<file path="config.mk">
export PLATFORM = sky130hd
export DESIGN_NAME = control_car
export DESIGN_NICKNAME = d
export VERILOG_FILES = /design/src/rtl/car_pkg.sv /design/src/rtl/control_car_frame_pacer.sv /design/src/rtl/control_car.sv
export SDC_FILE = /design/constraint.sdc
export NUM_CORES = 1
export LEC_CHECK = 0
export ABC_AREA = 1
export CAP_MARGIN = 10
export CORE_MARGIN = 4
export CORE_UTILIZATION = 30
export CTS_CLUSTER_DIAMETER = 50
export CTS_CLUSTER_SIZE = 16
export DETAILED_ROUTE_END_ITERATION = 8
export PLACE_DENSITY = 0.58
export SYNTH_ARGS = -nofsm -noshare
export SYNTH_HDL_FRONTEND = slang
export SYNTH_SLANG_ARGS = --single-unit
</file>
<file path="constraint.sdc">
create_clock -name clk -period 4.8 [get_ports clk]
set_clock_uncertainty 0.05 [all_clocks]
set_input_delay 0.96 -clock clk [delete_from_list [all_inputs] [get_ports clk]]
set_output_delay 0.96 -clock clk [all_outputs]
set_load 0.02 [all_outputs]
</file>
<file path="src/rtl/car_pkg.sv">
// Shared definitions for the car controller: state encoding and frame timing defaults.
package car_pkg;

  typedef enum logic [2:0] {
    S_WAIT_START = 3'd0,
    S_DELAY      = 3'd1,
    S_DRAW       = 3'd2,
    S_DRAW_WAIT  = 3'd3,
    S_ERASE      = 3'd4,
    S_INCREMENT  = 3'd5,
    S_DESTROYED  = 3'd6,
    S_GAME_OVER  = 3'd7
  } state_e;

  // 50 MHz / 30 fps; also used by the datapath delay counter.
  localparam int unsigned CLKS_PER_FRAME_DEFAULT = 1666667;
  localparam int unsigned CLK_CNT_W              = 21;
  localparam int unsigned FRAME_CNT_W            = 8;

endpackage

</file>
<file path="src/rtl/control_car_frame_pacer.sv">
// Counts frame periods while enabled; step_done marks the last cycle of a full step.
module frame_pacer
  import car_pkg::*;
#(
  parameter int unsigned CLKS_PER_FRAME = CLKS_PER_FRAME_DEFAULT
) (
  input  logic                   clk,
  input  logic                   resetn,
  input  logic                   enable,
  input  logic [FRAME_CNT_W-1:0] limit,
  output logic                   step_done
);

  logic [CLK_CNT_W-1:0]   clk_cnt_q, clk_cnt_d;
  logic [FRAME_CNT_W-1:0] frame_cnt_q, frame_cnt_d;
  logic                   tick;

  assign tick      = (clk_cnt_q == CLK_CNT_W'(CLKS_PER_FRAME - 1));
  assign step_done = enable && tick && (frame_cnt_q == limit - FRAME_CNT_W'(1));

  // NOTE: every combinational output gets a default first so no path can infer a latch.
  always_comb begin
    clk_cnt_d   = clk_cnt_q;
    frame_cnt_d = frame_cnt_q;
    if (!enable) begin
      clk_cnt_d   = '0;
      frame_cnt_d = '0;
    end else if (tick) begin
      clk_cnt_d   = '0;
      frame_cnt_d = step_done ? '0 : frame_cnt_q + FRAME_CNT_W'(1);
    end else begin
      clk_cnt_d   = clk_cnt_q + CLK_CNT_W'(1);
    end
  end

  // NOTE: state registers use non-blocking assignments so all flops update together.
  always_ff @(posedge clk or negedge resetn) begin
    if (!resetn) begin
      clk_cnt_q   <= '0;
      frame_cnt_q <= '0;
    end else begin
      clk_cnt_q   <= clk_cnt_d;
      frame_cnt_q <= frame_cnt_d;
    end
  end

endmodule

</file>
<file path="src/rtl/control_car.sv">
// Moore controller for one car: start, delay, draw/hold/erase/move loop, destroyed or escaped.
module control_car
  import car_pkg::*;
#(
  parameter int unsigned CLKS_PER_FRAME  = CLKS_PER_FRAME_DEFAULT,
  parameter int unsigned FRAMES_PER_STEP = 2
) (
  input  logic clk,
  input  logic resetn,
  input  logic start,
  input  logic hit,
  input  logic initial_delay_done,
  input  logic draw_done,
  input  logic erase_done,
  input  logic game_over,
  output logic wait_start,
  output logic delay,
  output logic draw_car,
  output logic draw_wait,
  output logic erase_car,
  output logic increment,
  output logic destroyed_state,
  output logic plot,
  output logic car_lost
);

  state_e state_q, state_d;
  logic   hit_pend_q, hit_pend_d;
  logic   step_done;

  frame_pacer #(
    .CLKS_PER_FRAME (CLKS_PER_FRAME)
  ) u_pacer (
    .clk       (clk),
    .resetn    (resetn),
    .enable    (state_q == S_DRAW_WAIT),
    .limit     (FRAME_CNT_W'(FRAMES_PER_STEP)),
    .step_done (step_done)
  );

  always_comb begin
    state_d = state_q;
    unique case (state_q)
      S_WAIT_START: if (start)              state_d = S_DELAY;
      S_DELAY:      if (initial_delay_done) state_d = S_DRAW;
      S_DRAW:       if (draw_done)          state_d = S_DRAW_WAIT;
      S_DRAW_WAIT: begin
        if (game_over)               state_d = S_GAME_OVER;
        else if (hit_pend_q || hit)  state_d = S_DESTROYED;
        else if (step_done)          state_d = S_ERASE;
      end
      S_ERASE:      if (erase_done)         state_d = S_INCREMENT;
      S_INCREMENT:                          state_d = S_DRAW;
      S_DESTROYED:  if (start)              state_d = S_WAIT_START;
      S_GAME_OVER:  if (start)              state_d = S_WAIT_START;
      default:                              state_d = S_WAIT_START;
    endcase
  end

  // A hit mid-move is remembered so the move finishes before the car is destroyed.
  always_comb begin
    hit_pend_d = hit_pend_q;
    if (hit && (state_q inside {S_DRAW, S_ERASE, S_INCREMENT}))
      hit_pend_d = 1'b1;
    if (state_d inside {S_WAIT_START, S_DESTROYED, S_GAME_OVER})
      hit_pend_d = 1'b0;
  end

  always_ff @(posedge clk or negedge resetn) begin
    if (!resetn) begin
      state_q    <= S_WAIT_START;
      hit_pend_q <= 1'b0;
    end else begin
      state_q    <= state_d;
      hit_pend_q <= hit_pend_d;
    end
  end

  assign wait_start      = (state_q == S_WAIT_START);
  assign delay           = (state_q == S_DELAY);
  assign draw_car        = (state_q == S_DRAW);
  assign draw_wait       = (state_q == S_DRAW_WAIT);
  assign erase_car       = (state_q == S_ERASE);
  assign increment       = (state_q == S_INCREMENT);
  assign destroyed_state = (state_q == S_DESTROYED);
  assign car_lost        = (state_q == S_GAME_OVER);
  assign plot            = draw_car | erase_car;

endmodule

</file>
==> flow_metrics.env, run 1 <==
export IMPL_holdBufCountCts=0
export IMPL_powerDensity_nw_per_um2=390
export IMPL_tightestPinTransition_ns=0.571
export IMPL_period_share=0.618
export IMPL_hold_start="u_pacer.clk_cnt_q[0]"
export IMPL_grt_overflow=0
export IMPL_core_rowCount=28
export IMPL_gp_congestion=0.826
export IMPL_grt_start_max_net_pins=34
export IMPL_p_leak_nw=0.917
export IMPL_yosysUniqueCellTypes=33
export IMPL_cp_arrival_ns=1.96
export IMPL_synth_most_common_cell="nand2_1"
export IMPL_wl_met2_microns=1840
export IMPL_clkLatencyLatePin_ns=0.28
export IMPL_die_w_microns=87.8
export IMPL_routed_wl_microns=3990
export IMPL_grt_pass1_vias=1577
export IMPL_setup_violations=0
export IMPL_critPathRequiredTime_ns=3.79
export IMPL_syn_num_nets=263
export IMPL_numPortBuffers=16
export IMPL_root_buffer="clkbuf_8"
export IMPL_netlist_top_cells_count="nand2_1 (52), nor2_1 (44), dfrtp_1 (33)"
export IMPL_ios=17
export IMPL_final_setup_tns_ns=0
export IMPL_cap_violations=0
export IMPL_die_area_sq_um=7710
export IMPL_startpoint_type="register"
export IMPL_antenna_found_initial=0
export IMPL_vdd_drop_max_v=0.000156
export IMPL_path_clk_slew_ns=0.07
export IMPL_grt_pass1_wl_microns=7020
export IMPL_crit_reg2reg_launch="u_pacer.clk_cnt_q[0]"
export IMPL_first_iter_violations=73
export IMPL_critPathKind="reg -> out"
export IMPL_core_area_sq_um=6060
export IMPL_syn_area_sq_um=1910
export IMPL_cp_cell_sequence="nor3_1 -> inv_1 -> o21ai_0 -> clkdlybuf4s50_1"
export IMPL_dpl_hpwl_microns=3020
export IMPL_async_flop_share=1.00
export IMPL_met1_length_microns=1950
export IMPL_drc=0
export IMPL_cts_sinks=33
export IMPL_ys_warnings_count=0
export IMPL_cts_resized=0
export IMPL_synthTopCellsByArea="dfrtp_1 (43%), nand2_1 (10%), nor2_1 (8.6%), inv_1 (6.1%), a21oi_1 (3.1%)"
export IMPL_ys_seq_area_frac=0.432
export IMPL_yosysTopAreaCell="dfrtp_1"
export IMPL_vias=1654
export IMPL_grt_use_total=0.115
export IMPL_netlist_area_leader_share=0.432
export IMPL_fmax_ghz=0.337
export IMPL_syn_inst=251
export IMPL_clockBufferDepth=2
export IMPL_die_y_microns=87.8
export IMPL_wl_per_cell_microns=11.4
export IMPL_n_antenna_cell=0
export IMPL_htree_num_levels=2
export IMPL_synth_seq_cells=33
export IMPL_routed_top_layer="met4"
export IMPL_finalHoldViolCount=0
export IMPL_crit_path_start="state_q[2]"
export IMPL_drtPass1Iterations=4
export IMPL_path_max_fanout=6
export IMPL_synth_main_ff_cell="dfrtp_1"
export IMPL_ant_nets=0
export IMPL_slowest_delay_ns=0.65
export IMPL_tritoncts="built"
export IMPL_worstSetupEndpointType="primary output"
export IMPL_fin_util=0.372
export IMPL_fin_nets=285
export IMPL_drv_slew=0
export IMPL_rsz0062_at_grt="false"
export IMPL_numCtsBuffers=5
export IMPL_r2r_setup_slack_ns=2.54
export IMPL_start_util=0.315
export IMPL_syn2layout_area_growth_pct=18.0
export IMPL_wl_met3_microns=148
export IMPL_vias_per_cell=4.74
export IMPL_syn_area_per_cell_sq_um=7.61
export IMPL_drive_gt1_frac=0.0912
export IMPL_synth_edf_count=0
export IMPL_period_needed_ns=2.97
export IMPL_maxSlewHeadroom=0.619
export IMPL_hp_class="reg -> reg"
export IMPL_status="completed"
export IMPL_postCtsSetupBuffers=0
export IMPL_slowest_stage="clkdlybuf4s50_1"
[logic make-up (layout without fill, tap and decap cells)]
family                     count (synthesis)  after routing  synth area share
adders and majority gates                  4              4            0.0262
DFF                                       33             33             0.432
AOI/OAI and AO/OA                         34             34             0.102
muxes                                      1              1           0.00524
buffers and inverters                     35             58            0.0747
xor gates and xnor gates                   7              7            0.0321
and+or+nand+nor                          137            137             0.328
[per-stage QoR]
stage | worst slack [ns] | power, mW | instance area, sq um | instances | hold slack (ns)
6_report | 1.83 | 0.879 | 2250 | 349 | 0.464
3_5_place_dp | 2.17 | 0.655 | 2150 | 341 | 0.456
4_1_cts | 1.84 | 0.892 | 2250 | 349 | 0.466
2_1_floorplan | 2.36 | 0.542 | 1910 | 251 | 0.423
3_3_place_gp | 2.19 | 0.656 | 2150 | 341 | 0.454
5_1_grt | 1.68 | 0.946 | 2250 | 349 | 0.499
[metal layers]
| layer | GRT usage | vias up |
|---|---|---|
| met3 | 0.0320 | 5 |
| met2 | 0.175 | 15 |
| li1 | - | 856 |
| met1 | 0.156 | 778 |
| met5 | 0 | - |
| met4 | 0.0446 | 0 |
[state kept, by name, indices dropped and copies added, names as in the netlist]
name and flops:
hit_pend_q 1, u_pacer.frame_cnt_q 8, u_pacer.clk_cnt_q 21, state_q 3
[critical path: cells and delay by family, from the launching register on]
family	cells	cell delay (ns)
AOI/OAI and AO/OA	1	0.12
and+or+nand+nor	1	0.35
DFF	1	0.45
buffers and inverters	2	0.75
[worst paths after layout]
check	to	cells past startpoint
max in group asynchronous	u_pacer.clk_cnt_q[14]	2
worst max-delay path	plot	4
worst min-delay path	u_pacer.clk_cnt_q[0]	1
worst min register to register	u_pacer.clk_cnt_q[0]	1
worst max register to register	u_pacer.clk_cnt_q[9]	8
min in group asynchronous	u_pacer.clk_cnt_q[3]	2
[power breakdown]
part	switching [mW]	internal, mW
Sequential	0.0243	0.299
Combinational	0.201	0.123
Clock	0.102	0.130
[cell type report]
class,instances,area (sq um)
Fill cell,628,3810
Sequential cell,33,826
Clock buffer,7,96.3
Inverter,33,124
Tap cell,75,93.8
Timing Repair Buffer,17,168
Multi-Input combinational cell,183,942
Clock inverter,1,5.00
[placed cells by master (no fill, tap or decap), types with 2 or more instances in the layout]
master	n
a21oi_1	12
clkbuf_8	7
clkdlybuf4s50_1	16
dfrtp_1	33
ha_1	4
inv_1	31
inv_2	2
nand2_1	52
nand2_2	3
nand3_1	9
nand3_2	2
nand4_1	5
nor2_1	44
nor2_2	3
nor2_4	3
nor3_1	10
o2111ai_1	2
o21a_1	2
o21ai_0	10
o21ai_1	2
o22ai_1	3
xnor2_1	2
xor2_1	5
(Power assumes the default switching activity.)
==> run 2: changes to the inputs <==
PLACE_DENSITY = 0.6   (was 0.58)
clock period = 2.7 ns   (was 4.8 ns; I/O delays follow)
==> run 2 against run 1 <==
Net effect: non-clock buffer count is 1 higher; largest cell class unchanged; sequential cell count stayed put; design area is 0.55% higher; critical path depth stayed put; worst setup slack worse by 1.6 ns; wire length is 2.2% lower; core utilization is 0.21 points higher; via count is 4.2% lower; power is 78% higher; clock power is 75% higher; count of clock-buffer cells in the layout stayed put; sequential power is 79% higher.
==> flow_metrics.env, run 2 (synthesis results as in run 1) <==
export IMPL_core_area_sq_um=6060
export IMPL_grt_pass1_wl_microns=7090
export IMPL_start_util=0.315
export IMPL_switching_share=0.370
export IMPL_drive_gt1_frac=0.0982
export IMPL_gp_congestion=0.828
export IMPL_seqCellArea_sq_um=826
export IMPL_root_buffer="clkbuf_8"
export IMPL_core_rowCount=28
export IMPL_pwr_share_seq=0.368
export IMPL_vias=1584
export IMPL_tightestPinTransition_ns=0.545
export IMPL_clockBufferDepth=2
export IMPL_p_leak_nw=0.923
export IMPL_n_antenna_cell=0
export IMPL_top_regs="u_pacer.clk_cnt_q (21), u_pacer.frame_cnt_q (8), state_q (3)"
export IMPL_crit_family="buffers and inverters"
export IMPL_critPathKind="reg -> out"
export IMPL_ios=17
export IMPL_path_clk_slew_ns=0.07
export IMPL_grt_pass1_vias=1623
export IMPL_dpl_hpwl_microns=2920
export IMPL_grt_use_total=0.114
export IMPL_p_int_mw=0.988
export IMPL_multi_input_area_sq_um=947
export IMPL_cp_cell_sequence="nor3_2 -> inv_1 -> o21ai_0 -> clkdlybuf4s50_1"
export IMPL_fmax_ghz=0.404
export IMPL_cts_sinks=33
export IMPL_slowest_delay_ns=0.66
export IMPL_mostFrequentLayoutCell="nand2_1"
export IMPL_vdd_drop_max_v=0.000238
export IMPL_drv_slew=0
export IMPL_largest_reg_flops=21
export IMPL_period_share=0.917
export IMPL_ant_nets=0
export IMPL_maxSlewHeadroom=0.637
export IMPL_die_area_sq_um=7710
export IMPL_slowest_stage="clkdlybuf4s50_1"
export IMPL_setup_violations=0
export IMPL_nFillCells=612
export IMPL_final_setup_worst_slack_ns=0.223
export IMPL_first_iter_violations=74
export IMPL_hp_class="reg -> reg"
export IMPL_drtPass1Iterations=5
export IMPL_rsz0062_at_grt="false"
export IMPL_startpoint_type="register"
export IMPL_htree_num_levels=2
export IMPL_final_cell_mix="nand2_1 (52), nor2_1 (44), dfrtp_1 (33), inv_1 (31), clkdlybuf4s50_1 (16)"
export IMPL_fin_util=0.374
export IMPL_syn2layout_area_growth_pct=18.7
export IMPL_worstSetupEndpointType="primary output"
export IMPL_cap_violations=0
export IMPL_switchingPower_mw=0.580
export IMPL_status="completed"
export IMPL_numPortBuffers=16
export IMPL_numCtsBuffers=5
export IMPL_finalHoldViolCount=0
export IMPL_critPathRequiredTime_ns=2.11
export IMPL_period_needed_ns=2.48
export IMPL_tritoncts="built"
export IMPL_die_y_microns=87.8
export IMPL_powerDensity_nw_per_um2=692
export IMPL_post_place_ws_ns=0.453
export IMPL_path_max_fanout=6
export IMPL_clockPowerShare=0.258
export IMPL_cp_arrival_ns=1.89
export IMPL_grt_overflow=0
export IMPL_routed_wl_microns=3900
export IMPL_wl_per_cell_microns=11.1
export IMPL_crit_buf_inv=2
export IMPL_combPwrFrac=0.374
export IMPL_vias_per_cell=4.53
export IMPL_drc=0
export IMPL_final_setup_tns_ns=0
export IMPL_fin_nets=286
export IMPL_max_flop_register="u_pacer.clk_cnt_q"
export IMPL_clkLatencyLatePin_ns=0.28
export IMPL_die_w_microns=87.8
export IMPL_antenna_found_initial=0
export IMPL_grt_start_max_net_pins=34
## run 2: cell types whose count changed in the layout (fill, tap and decap cells not counted)
cell,previous run,this run
nor3_2,1,2
nor3_1,10,9
buf_4,1,2
## run 2: final timing paths
kind | endpoint | slack, ns | cells past startpoint | start
min reg2reg | u_pacer.clk_cnt_q[11] | 0.47 | 2 | u_pacer.clk_cnt_q[11]
min | u_pacer.clk_cnt_q[11] | 0.47 | 2 | u_pacer.clk_cnt_q[11]
max reg2reg | u_pacer.clk_cnt_q[13] | 0.79 | 8 | u_pacer.clk_cnt_q[0]
min in group asynchronous | u_pacer.clk_cnt_q[5] | 0.61 | 2 | resetn
max | plot | 0.22 | 4 | state_q[2]
max in group asynchronous | u_pacer.clk_cnt_q[12] | 1.68 | 2 | resetn
## run 2: stage by stage
stage | instances | hold WS, ns | instance area (sq um) | total power [mW]
6_report | 350 | 0.473 | 2270 | 1.57
5_1_grt | 350 | 0.495 | 2270 | 1.68
4_1_cts | 350 | 0.471 | 2260 | 1.58
3_5_place_dp | 342 | 0.462 | 2160 | 1.17
3_3_place_gp | 342 | 0.454 | 2160 | 1.17
2_1_floorplan | 251 | 0.194 | 1910 | 0.964
## run 2: cell type report
cell class | instances | share of cell area
Inverter | 33 | 0.0546
Clock inverter | 1 | 0.00221
Clock buffer | 7 | 0.0425
Tap cell | 75 | 0.0414
Timing Repair Buffer | 18 | 0.0773
Sequential cell | 33 | 0.364
Multi-Input combinational cell | 183 | 0.418
## run 2: per-layer routing
metal | wire length, microns | vias to the layer above | track usage
met3 | 123 | 4 | 0.0348
met4 | 34 | 0 | 0.0321
met1 | 1940 | 711 | 0.152
met2 | 1800 | 15 | 0.179
li1 | - | 854 | -
met5 | 0 | - | 0
## run 2: power by group through the flow
stage | logic (mW) | registers [mW] | clock network, mW
after floorplan | 0.389 | 0.575 | 0
after global placement | 0.588 | 0.582 | 0
after detailed placement | 0.585 | 0.584 | 0
after CTS | 0.588 | 0.575 | 0.420
after global routing | 0.666 | 0.584 | 0.434
final | 0.586 | 0.577 | 0.405
## run 2: worst reg2reg max path: cells and delay by family (launching register included)
kind | cells | cell delay [ns]
buf+inv | 2 | 0.48
flops | 1 | 0.42
compound gates | 2 | 0.35
simple gates | 3 | 0.32
fa+ha+maj | 1 | 0.21
## run 2: repair_timing
item / 4_1_cts / 5_1_grt
hold buffers: 0 / 0
setup buffers: 0 / 0
endpoints found under the setup margin: 0 / 1
resized for setup: 0 / 1
==> run 3: changes to the inputs <==
CORE_MARGIN = 10   (was 4)
PLACE_DENSITY = 0.59   (was 0.6)
SYNTH_HIERARCHICAL = 1   (was not set)
==> run 3 against run 2 <==
Net effect: area after synthesis is 27% higher; core utilization shrank 0.45 points; sequential power is 1% higher; die area rose by 57%; non-clock buffer count down 1; clock power is 7.7% lower; sequential cell count unchanged; critical path depth unchanged; critical path type unchanged; highest routed layer unchanged.
==> flow_metrics.env, run 3 <==
export IMPL_status="completed"
export IMPL_core_rowCount=32
export IMPL_path_clk_slew_ns=0.06
export IMPL_cp_cell_sequence="nor2_2 -> nand2_1 -> nand2_1 -> clkdlybuf4s50_1"
export IMPL_slowest_stage="clkdlybuf4s50_1"
export IMPL_critPathRequiredTime_ns=2.11
export IMPL_clockPowerShare=0.236
export IMPL_finalHoldViolCount=0
export IMPL_grt_use_total=0.0952
export IMPL_syn_area_sq_um=2430
export IMPL_vias_per_cell=4.28
export IMPL_cts_resized=0
export IMPL_tritoncts="built"
export IMPL_setup_violations=0
export IMPL_pwr_share_seq=0.368
export IMPL_combPwrFrac=0.396
export IMPL_multi_input_area_sq_um=1470
export IMPL_syn2layout_area_growth_pct=18.6
export IMPL_seqCellArea_sq_um=826
export IMPL_syn_area_per_cell_sq_um=6.52
export IMPL_worstSetupEndpointType="primary output"
export IMPL_drc=0
export IMPL_p_leak_nw=1.37
export IMPL_grt_pass1_vias=2072
export IMPL_antenna_found_initial=0
export IMPL_hp_class="reg -> reg"
export IMPL_synthTopCellsByArea="dfrtp_1 (34%), nand2_1 (17%), nor2_1 (10%), inv_1 (7.2%), nand3_1 (5.6%)"
export IMPL_root_buffer="clkbuf_8"
export IMPL_cts_sinks=33
export IMPL_finalPower_mw=1.59
export IMPL_htree_num_levels=2
export IMPL_final_setup_tns_ns=0
export IMPL_die_area_sq_um=12100
export IMPL_gp_congestion=0.867
export IMPL_mostFrequentLayoutCell="nand2_1"
export IMPL_dpl_hpwl_microns=4280
export IMPL_crit_path_frequent_cell="nand2_1"
export IMPL_die_w_microns=110
export IMPL_syn_inst=373
export IMPL_grt_pass1_wl_microns=9470
export IMPL_drive_gt1_frac=0.0883
export IMPL_period_share=0.898
export IMPL_path_max_fanout=7
export IMPL_final_cell_mix="nand2_1 (108), nor2_1 (66), inv_1 (47), dfrtp_1 (33)"
export IMPL_top_regs="u_pacer/clk_cnt_q (21), u_pacer/frame_cnt_q (8), state_q (3)"
export IMPL_switching_share=0.400
export IMPL_holdBufCountCts=0
export IMPL_powerDensity_nw_per_um2=550
export IMPL_cap_violations=0
export IMPL_nFillCells=856
export IMPL_ys_warnings_count=6
export IMPL_numCtsBuffers=5
export IMPL_wl_per_cell_microns=10.4
export IMPL_async_flop_share=1.00
export IMPL_ant_nets=0
export IMPL_routed_wl_microns=5400
export IMPL_yosysUniqueCellTypes=32
export IMPL_max_flop_register="u_pacer/clk_cnt_q"
export IMPL_netlist_area_leader_share=0.339
export IMPL_ios=17
export IMPL_fmax_ghz=0.413
export IMPL_switchingPower_mw=0.635
export IMPL_grt_overflow=0
export IMPL_rsz0062_at_grt="false"
export IMPL_p_int_mw=0.953
export IMPL_start_util=0.312
export IMPL_clockBufferDepth=2
export IMPL_startpoint_type="register"
export IMPL_clkLatencyLatePin_ns=0.28
export IMPL_core_area_sq_um=7810
export IMPL_first_iter_violations=120
export IMPL_drv_slew=0
export IMPL_cp_arrival_ns=1.83
export IMPL_vdd_drop_max_v=0.000425
export IMPL_synth_main_ff_cell="dfrtp_1"
export IMPL_slowest_delay_ns=0.62
export IMPL_synth_seq_cells=33
export IMPL_synth_edf_count=0
export IMPL_ys_seq_area_frac=0.339
export IMPL_numPortBuffers=16
export IMPL_period_needed_ns=2.42
export IMPL_yosysTopAreaCell="dfrtp_1"
export IMPL_critPathKind="reg -> out"
export IMPL_postCtsSetupBuffers=0
export IMPL_grt_start_max_net_pins=34
export IMPL_netlist_top_cells_count="nand2_1 (108), nor2_1 (66), inv_1 (47)"
export IMPL_largest_reg_flops=21
export IMPL_n_antenna_cell=0
export IMPL_vias=2228
export IMPL_die_y_microns=110
export IMPL_synth_most_common_cell="nand2_1"
export IMPL_fin_util=0.370
export IMPL_fin_nets=431
export IMPL_drtPass1Iterations=4
## run 3: cell count changes in the layout (fill, tap and decap cells not counted), moves of 6 or more
cell	before	now
conb_1	0	27
inv_1	31	47
nand2_1	52	108
nand3_1	9	27
nor2_1	44	66
nor2_2	3	9
xor2_1	5	12
## run 3: critical path: cells and delay by family (launching register included)
family	cells	cell delay, ns
and+or+nand+nor	3	0.47
buffers and inverters	1	0.62
DFF	1	0.47
## run 3: cell type report
| cell class | instances | area share |
|---|---|---|
| multi-input cells | 308 | 0.510 |
| flip-flops and latches | 33 | 0.286 |
| clock buffers | 7 | 0.0299 |
| repair buffers | 17 | 0.0581 |
| well taps | 102 | 0.0442 |
| inverters | 54 | 0.0711 |
## run 3: per-stage QoR
stage	area (sq um)	hold WS (ns)	worst slack (ns)	instances
2_1_floorplan	2530	0.194	0.818	398
3_3_place_gp	2800	0.461	0.600	514
3_5_place_dp	2800	0.483	0.584	514
4_1_cts	2890	0.489	0.272	521
5_1_grt	2890	0.520	0.176	521
6_report	2890	0.490	0.276	521
## run 3: cell families (layout without fill, tap and decap cells)
| group | after synthesis | in the layout | synth area share |
|---|---|---|---|
| fa+ha+maj | 4 | 4 | 0.0206 |
| buf+inv | 57 | 78 | 0.0941 |
| xor+xnor | 18 | 18 | 0.0648 |
| flops | 33 | 33 | 0.339 |
| compound gates | 16 | 16 | 0.0365 |
| simple gates | 243 | 243 | 0.442 |
| other cells | 2 | 27 | 0.00309 |
## run 3: path summary, 6_finish.rpt
| path | slack, ns | from | depth (start not counted) | to |
|---|---|---|---|---|
| setup / recovery | 0.28 | state_q[1] | 4 | plot |
| hold / removal | 0.49 | u_pacer/clk_cnt_q[0] | 1 | u_pacer/clk_cnt_q[0] |
| setup reg to reg | 0.59 | u_pacer/clk_cnt_q[0] | 14 | hit_pend_q |
| hold reg to reg | 0.49 | u_pacer/clk_cnt_q[0] | 1 | u_pacer/clk_cnt_q[0] |
| max in group asynchronous | 1.68 | resetn | 2 | u_pacer/clk_cnt_q[19] |
| min in group asynchronous | 0.61 | resetn | 2 | state_q[0] |
## run 3: power by group through the flow
stage	sequential [mW]	clock, mW	combinational, mW
floorplan	0.572	0	0.451
global placement	0.589	0	0.632
detailed placement	0.592	0	0.632
CTS	0.583	0.384	0.634
global route	0.593	0.410	0.696
finish	0.585	0.374	0.628
## run 3: layer usage
layer | track usage | routed length (microns) | vias to the layer above | part of all wire
met5 | 0 | 0 | - | 0
met4 | 0.0307 | 89 | 0 | 0.016
met3 | 0.0203 | 157 | 10 | 0.029
met2 | 0.157 | 2380 | 32 | 0.44
met1 | 0.121 | 2780 | 971 | 0.51
li1 | - | - | 1215 | -
